File: src/rtl/ex_mem_stage_reg.sv
// EX/MEM pipeline stage register with ready/valid handshake, flush and optional skid entry.
// Control fields of any empty slot are zeroed so downstream stages never act on a bubble.
module ex_mem_stage_reg #(
  parameter int XLEN  = 64,
  parameter int RD_W  = 5,
  parameter int WB_W  = 2,
  parameter int MEM_W = 3,
  parameter int F3_W  = 3,
  parameter int SKID  = 1,
  parameter int CNT_W = 32
) (
  input  logic             clk,
  input  logic             rst_n,
  input  logic             in_valid,
  output logic             in_ready,
  input  logic             flush,
  input  logic [WB_W-1:0]  wb_ctrl_ex,
  input  logic [MEM_W-1:0] mem_ctrl_ex,
  input  logic [XLEN-1:0]  branch_addr_ex,
  input  logic [XLEN-1:0]  alu_result_ex,
  input  logic [XLEN-1:0]  read_data2_ex,
  input  logic             zero_ex,
  input  logic             less_ex,
  input  logic [RD_W-1:0]  rd_ex,
  input  logic [F3_W-1:0]  funct3_ex,
  output logic             out_valid,
  input  logic             out_ready,
  output logic [WB_W-1:0]  wb_ctrl_mem,
  output logic [MEM_W-1:0] mem_ctrl_mem,
  output logic [XLEN-1:0]  branch_addr_mem,
  output logic [XLEN-1:0]  alu_result_mem,
  output logic [XLEN-1:0]  read_data2_mem,
  output logic             zero_mem,
  output logic             less_mem,
  output logic [RD_W-1:0]  rd_mem,
  output logic [F3_W-1:0]  funct3_mem,
  output logic [CNT_W-1:0] stall_cnt
);

  localparam int CTRL_W = WB_W + MEM_W;
  localparam int BW     = CTRL_W + 3 * XLEN + 2 + RD_W + F3_W;

  logic [BW-1:0]    in_bundle;
  logic [BW-1:0]    main_q, main_d;
  logic [BW-1:0]    skid_q, skid_d;
  logic             main_valid_q, main_valid_d;
  logic             skid_valid_q, skid_valid_d;
  logic [CNT_W-1:0] stall_cnt_q, stall_cnt_d;
  logic             take;
  logic             drain;

  // Control fields sit in the top bits so a bubble can be zeroed with one slice.
  assign in_bundle = {wb_ctrl_ex, mem_ctrl_ex, branch_addr_ex, alu_result_ex,
                      read_data2_ex, zero_ex, less_ex, rd_ex, funct3_ex};

  assign in_ready = (SKID != 0) ? !skid_valid_q : (!main_valid_q || out_ready);
  assign take     = in_valid && in_ready && !flush;
  assign drain    = main_valid_q && out_ready;

  always_comb begin
    main_valid_d = main_valid_q;
    skid_valid_d = skid_valid_q;
    main_d       = main_q;
    skid_d       = skid_q;
    if (flush) begin
      main_valid_d = 1'b0;
      skid_valid_d = 1'b0;
    end else if (SKID != 0) begin
      if (drain) begin
        if (skid_valid_q) begin
          main_d       = skid_q;
          main_valid_d = 1'b1;
          skid_valid_d = 1'b0;
        end else begin
          main_valid_d = take;
          if (take) main_d = in_bundle;
        end
      end else if (take) begin
        if (main_valid_q) begin
          skid_d       = in_bundle;
          skid_valid_d = 1'b1;
        end else begin
          main_d       = in_bundle;
          main_valid_d = 1'b1;
        end
      end
    end else begin
      skid_valid_d = 1'b0;
      if (take) begin
        main_d       = in_bundle;
        main_valid_d = 1'b1;
      end else if (drain) begin
        main_valid_d = 1'b0;
      end
    end
    // An empty main slot must present zero control; data fields keep their last value.
    if (!main_valid_d) main_d[BW-1 -: CTRL_W] = '0;
  end

  always_comb begin
    stall_cnt_d = stall_cnt_q;
    if (main_valid_q && !out_ready && !flush && (stall_cnt_q != {CNT_W{1'b1}}))
      stall_cnt_d = stall_cnt_q + {{(CNT_W-1){1'b0}}, 1'b1};
  end

  always_ff @(posedge clk or negedge rst_n) begin
    if (!rst_n) begin
      main_q       <= '0;
      skid_q       <= '0;
      main_valid_q <= 1'b0;
      skid_valid_q <= 1'b0;
      stall_cnt_q  <= '0;
    end else begin
      main_q       <= main_d;
      skid_q       <= skid_d;
      main_valid_q <= main_valid_d;
      skid_valid_q <= skid_valid_d;
      stall_cnt_q  <= stall_cnt_d;
    end
  end

  assign out_valid = main_valid_q;
  assign stall_cnt = stall_cnt_q;
  assign {wb_ctrl_mem, mem_ctrl_mem, branch_addr_mem, alu_result_mem,
          read_data2_mem, zero_mem, less_mem, rd_mem, funct3_mem} = main_q;

endmodule
File: config.mk
export PLATFORM = sky130hd
export DESIGN_NAME = ex_mem_stage_reg
export DESIGN_NICKNAME = d
export VERILOG_FILES = /design/src/rtl/ex_mem_stage_reg.sv
export SDC_FILE = /design/constraint.sdc
export NUM_CORES = 1
export LEC_CHECK = 0
export ABC_CLOCK_PERIOD_IN_PS = 2210
export CAP_MARGIN = 25
export CORE_MARGIN = 2
export CORE_UTILIZATION = 45
export DETAILED_ROUTE_END_ITERATION = 8
export DONT_BUFFER_PORTS = 1
export PLACE_DENSITY = 0.71
export SYNTH_ARGS = -nofsm -noshare
export SYNTH_HDL_FRONTEND = slang
export SYNTH_SLANG_ARGS = --single-unit
export TNS_END_PERCENT = 1
File: constraint.sdc
create_clock -name clk -period 2.21 [get_ports clk]
set_input_delay 0.221 -clock clk [delete_from_list [all_inputs] [get_ports clk]]
set_output_delay 0.221 -clock clk [all_outputs]
set_load 0.1 [all_outputs]
# After elaboration in Yosys (flattened, before gate mapping)
# Cells that the tools add are included.
[word_totals]
reg_bits = 448
out_inout_bits = 241
elab_cells = 47
[classes]
add_sub_neg = 1
eq_ne = 6
mux = 15
n_bitwise = 2
reduce_logical = 17
[ops]
columns = ["cell", "n"]
rows = [
  ["two-way mux 207 bit", 6],
  ["adder 32 x 1 -> 32 bit (second input constant)", 1],
  ["!= test 32 bit (second input constant)", 1],
  ["AND reduction 4 bit", 3],
  ["two-way mux 1 bit", 8],
  ["logical AND 1 bit", 6],
  ["!= test 3 x 1 -> 1 bit (second input constant)", 2],
  ["nonzero test 3 bit", 2],
  ["two-way mux 5 bit", 1],
  ["nonzero test 2 bit", 2],
  ["zero test 1 bit", 3],
  ["!= test 3 x 2 -> 1 bit (second input constant)", 1],
  ["!= test 2 x 1 -> 1 bit (second input constant)", 1],
  ["!= test 2 bit (second input constant)", 1],
  ["NOT 1 bit", 2],
  ["AND reduction 2 bit", 1],
]

# Longest topological paths before layout
[depth]
ltp_word = 8
depth_mapped = 7
ltp_nobuf = 6

# Worst setup path after synthesis
# No wires, ideal clock.
[synth_path]
path_type = "register to register"
start = "register stall_cnt_q[3], in the netlist stall_cnt[3]"
end = "register stall_cnt_q[23], in the netlist stall_cnt[23]"
setup_ps = 159
arrival_ps = 2438
t_required_ps = 2051
setup_slack_ps = -387
path_stages_with_launch = 6
path_buffers = 0
cell_sequence = "dfrtp_1 > nand3_1 > nor4_2 > and2_1 > nand4_1 > xnor2_1"
[synth_via]
elab_chain_len = 2
word_cells_on_any_way = 3
classes_between = "1 x add/sub; 1 x eq/ne; 1 x reduce/logical"
[synth_rtl]
columns = ["element", "line_no", "rtl"]
rows = [
  ["start: declaration", "48", "logic [CNT_W-1:0] stall_cnt_q, stall_cnt_d;"],
  ["start signal: assignment", "118", "stall_cnt_q <= stall_cnt_d;"],
  ["parallel branches: the longest is 2 deep, another holds adder 32 x 1 -> 32 bit", "--", ""],
]
# Several ways; the timed one is not identified.
# A chain may end at the register's enable or synchronous reset.

# Worst setup path after layout
[layout_path]
start = "register skid_valid_q"
end = "register main_q[98]"
[layout_via]
elab_chain_len = 5
word_cells_on_any_way = 8
classes_between = "2 x mux; 6 x reduce/logical"
[layout_rtl]
columns = ["element", "line_no", "rtl"]
rows = [
  ["start: declaration", "47", "logic skid_valid_q, skid_valid_d;"],
  ["start signal: assignment", "117", "skid_valid_q <= skid_valid_d;"],
  ["zero test 1 bit", "56", "assign in_ready = (SKID != 0) ? !skid_valid_q : (!main_valid_q || out_ready);"],
  ["logical AND 1 bit (2 in a row)", "57", "assign take = in_valid && in_ready && !flush;"],
  ["nonzero test 2 bit (no source line)", "--", ""],
  ["AND reduction 4 bit (no source line)", "--", ""],
  ["end signal: assignment", "114", "main_q <= main_d;"],
  ["end: declaration", "44", "logic [BW-1:0] main_q, main_d;"],
]
# Several ways; a longest one is shown, not always the timed one.

==> summary.md <==
| Metric | Value |
|---|---|
| Hold Vio Cnt, Final | `roughly 450` |
| Reg2Reg Setup Slack | `0.15 ns` |
| Vias in the first global route | `roughly 16k` |
| Syn nets | `~1.9k` |
| Initial antenna violation count | `5` |
| Min-Delay Path Class | `input pin to async pin` |
| Final Max Slew Viols | `0` |
| Crit start category | `flip-flop` |
| GRT overflow | `0` |
| Dpl hpwl | `32.7 mm` |
| I/O Pins | `between 400 and 500` |
| Seq/Total Area, Yosys | `approximately 61%` |
| Max transition margin | `under 10%` |
| Failing checks | `hold timing` |
| Achievable Freq | `between 0.4 and 0.5 GHz` |
| CP arrival | `2.55 ns` |
| Post-DR wirelength/cell | `about 20 um` |
| Via count | `about 15k` |
| Pwr/cell area | `1170 nW/um^2` |
| Final count of negative-setup-slack endpoints | `0` |
| First-pass GRT wire length | `82.4 mm` |
| Detail Route Antenna Nets | `0` |
| Outcome | `finished, violations left` |
| Core ar. | `slightly above 40000 sq um` |
| Die X | `about 210 um` |
| Worst Reg-to-Reg Cells | `7` |
| GRT Total Usage | `between 20 and 25%` |
| Library cells used by synthesis | `35` |
| Worst ir drop on vdd | `approximately 800 uV` |
| Largest net degree at the start of global routing | `449` |
| CTS tree | `yes` |
| Endpoint class of the critical path | `flip-flop` |
| Utilization after layout | `about three fifths` |
| I/O Buffers | `0` |
| CTS Buffer Depth | `3` |
| Synth Cell Area | `around 18000 sq um` |
| Area Overhead vs Synth | `34.4%` |
| Final net count | `roughly 2.4k` |
| Worst Hold Slack | `-0.652 ns` |
| Clock Latency Late Sink | `approximately 0.58 ns` |
| H-tree levels | `2` |
| DRC Markers | `0` |
| Worst Tran Pin Value | `1.41 ns` |
| Seq cells post-synth | `about 450` |
| Cell row count | `74` |
| Die ar. | `42700 sq um` |
| Initial DRC Count | `approximately 1.3k` |
| Layout cells sized above 1 | `between 20% and 30%` |
| Leakage power | `approximately 11 nW` |
| DRT Pass-1 Iters | `6` |
| Critical R2R Capture | `main_q[98]$_DFFE_PN0P_` |
| CP required | `between 2 and 3 ns` |
| Cells after synthesis | `1719` |
| Avg Cell Area, Syn | `around 11 sq um` |
| Starting density of the core | `45.4%` |
| CTS Root Cell | `clkbuf_16` |
| Maxcap violations | `0` |
| Die height | `207 um` |
| RR Startpoint | `skid_valid_q$_DFFE_PN0P_` |
| Worst-path fanout max | `60` |
| Min Tclk post-route | `a little over 2 ns` |
| WS Path Type | `flip-flop to flip-flop` |
| Post CTS Setup Buffer Count | `0` |
| CTS buffer count | `46` |
| Final Skew | `around 0.026 ns` |
| Hold-fix buffers at CTS | `211` |
| Post-Route WL | `about 53 mm` |
| FILL cells | `2970` |
| Vias per inst | `roughly 5.5` |
| RSZ-0062 raised after global routing | `false` |
| CTS sink count | `around 450` |
| Yosys warnings | `0` |
| Reg clk slew, reported paths | `roughly 0.06 ns` |
| Final GP Congestion | `0.864` |
| Fin crit share | `about 93%` |
-- worst max-delay path, cell delays in order, from the launching register on --
cell and delay (ns):
dfrtp_1 0.46, inv_1 0.17, nand2_1 0.12, a211oi_4 0.25
buf_12 0.33, buf_12 0.29, nor2_1 0.10, a31oi_1 0.20
-- cell usage in the layout, fill, tap and decap left out, drive strengths merged, types with 2 or more instances in the layout --
master / Yosys / final
dfrtp: 448 / 448
nand2: 433 / 433
buf: 55 / 287
nor2: 214 / 214
dlygate4sd3: 0 / 211
mux2: 208 / 208
a31oi: 202 / 202
clkbuf: 60 / 66
xnor2: 21 / 21
nand3: 19 / 19
xor2: 10 / 10
clkinv: 0 / 10
nand4: 9 / 9
diode: 0 / 7
nor3: 7 / 7
and3: 6 / 6
inv: 4 / 6
a22o: 5 / 5
bufinv: 0 / 5
a21oi: 2 / 2
nor4: 2 / 2
a211oi: 2 / 2
-- per-layer routing --
metal	global-route usage (%)	part of all wire, %	vias up
li1	-	-	6719
met3	7.22	8.2	174
met2	40.9	49	656
met4	11.4	4.6	0
met1	28.4	38	7416
met5	0	0	-
-- through the flow --
stage               area, sq um  power [mW]  instances  TNS (ns)  setup slack, ns
finish                    24900        29.0       2725         0            0.151
global route              24900        30.0       2722         0           0.0244
CTS                       24800        28.9       2718         0           0.0929
detailed placement        21100        20.4       2423         0            0.175
global placement          21100        20.1       2423         0            0.262
floorplan                 18500        18.3       1719    -26.44           -0.166
-- worst max path at each step --
| stage | from | to | slack [ns] | cells past startpoint |
|---|---|---|---|---|
| detailed placement | skid_valid_q$_DFFE_PN0P_ | main_q[30]$_DFFE_PN0P_ | 0.17 | 7 |
| global route | skid_valid_q$_DFFE_PN0P_ | main_q[187]$_DFFE_PN0P_ | 0.02 | 7 |
| global placement | skid_valid_q$_DFFE_PN0P_ | main_q[150]$_DFFE_PN0P_ | 0.26 | 7 |
| finish | skid_valid_q$_DFFE_PN0P_ | main_q[98]$_DFFE_PN0P_ | 0.15 | 7 |
| CTS | skid_valid_q$_DFFE_PN0P_ | main_q[30]$_DFFE_PN0P_ | 0.09 | 7 |
| floorplan | skid_valid_q$_DFFE_PN0P_ | main_q[147]$_DFFE_PN0P_ | -0.17 | 6 |
-- sequential cells by signal, indices dropped and copies added, names as in the netlist --
name / flops
main_q: 207
out_valid: 1
skid_q: 207
skid_valid_q: 1
stall_cnt: 32
-- where the power goes --
part           switching, mW  total, mW  internal [mW]
Clock                   3.29       8.20           4.90
Sequential             0.865       10.9           10.0
Combinational           7.40       9.91           2.50
Total                   11.6       29.0           17.4
-- area by class of cell --
type / count / area (sq um) / area share [%]
inverter: 4 / 15.0 / 0.0604
antenna: 7 / 17.5 / 0.0705
timing repair buffer: 498 / 4490 / 18.0
clock buffer: 66 / 1370 / 5.50
multi-input combinational: 1152 / 6810 / 27.4
sequential: 448 / 11300 / 45.3
clock inverter: 18 / 240 / 0.966
tap: 532 / 666 / 2.68
-- Yosys cell counts --
| cell | instances | area [sq um] |
|---|---|---|
| xor2_1 | 10 | 87.6 |
| mux2_2 | 208 | 2340 |
| nor4_4 | 1 | 21.3 |
| and4_1 | 1 | 8.76 |
| nor4_2 | 1 | 12.5 |
| buf_4 | 1 | 7.51 |
| nor3_2 | 1 | 10.0 |
| ha_1 | 1 | 12.5 |
| buf_2 | 53 | 265 |
| o21ai_0 | 1 | 5.00 |
| or3b_4 | 1 | 11.3 |
| nor2b_1 | 1 | 6.26 |
| nand2_1 | 433 | 1630 |
| buf_1 | 1 | 3.75 |
| a21oi_1 | 2 | 10.0 |
| dfrtp_1 | 448 | 11200 |
| a31oi_1 | 202 | 1260 |
| a41oi_1 | 1 | 8.76 |
| inv_1 | 4 | 15.0 |
| and2_1 | 1 | 6.26 |
| o41ai_4 | 1 | 27.5 |
| a211oi_1 | 2 | 15.0 |
| and2b_1 | 1 | 7.51 |
| and4b_1 | 1 | 10.0 |
| nor2_1 | 214 | 803 |
| a22o_1 | 5 | 43.8 |
| nand3_2 | 1 | 10.0 |
| xnor2_1 | 21 | 184 |
| nand4b_1 | 1 | 8.76 |
| nor3_1 | 6 | 30.0 |
| or3_4 | 1 | 11.3 |
| nand3_1 | 18 | 90.1 |
| nand4_1 | 9 | 56.3 |
| and3_1 | 6 | 37.5 |
| clkbuf_1 | 60 | 225 |
-- cell families after synthesis --
family / Yosys count / synth area share, %
buffers and inverters: 119 / 2.79
adder cells (fa/ha/maj): 1 / 0.0676
AO/OA/AOI/OAI: 214 / 7.43
flip-flops: 448 / 60.6
XOR/XNOR: 31 / 1.47
multiplexers: 208 / 12.7
AND/OR/NAND/NOR: 698 / 15.0
-- repair_timing --
| action | CTS | global route |
|---|---|---|
| setup endpoints to repair | 0 | 2 |
| endpoints found under the hold margin | 864 | 448 |
| gates resized for setup | 0 | 2 |
Note: power is estimated with default switching activity, not from simulation.
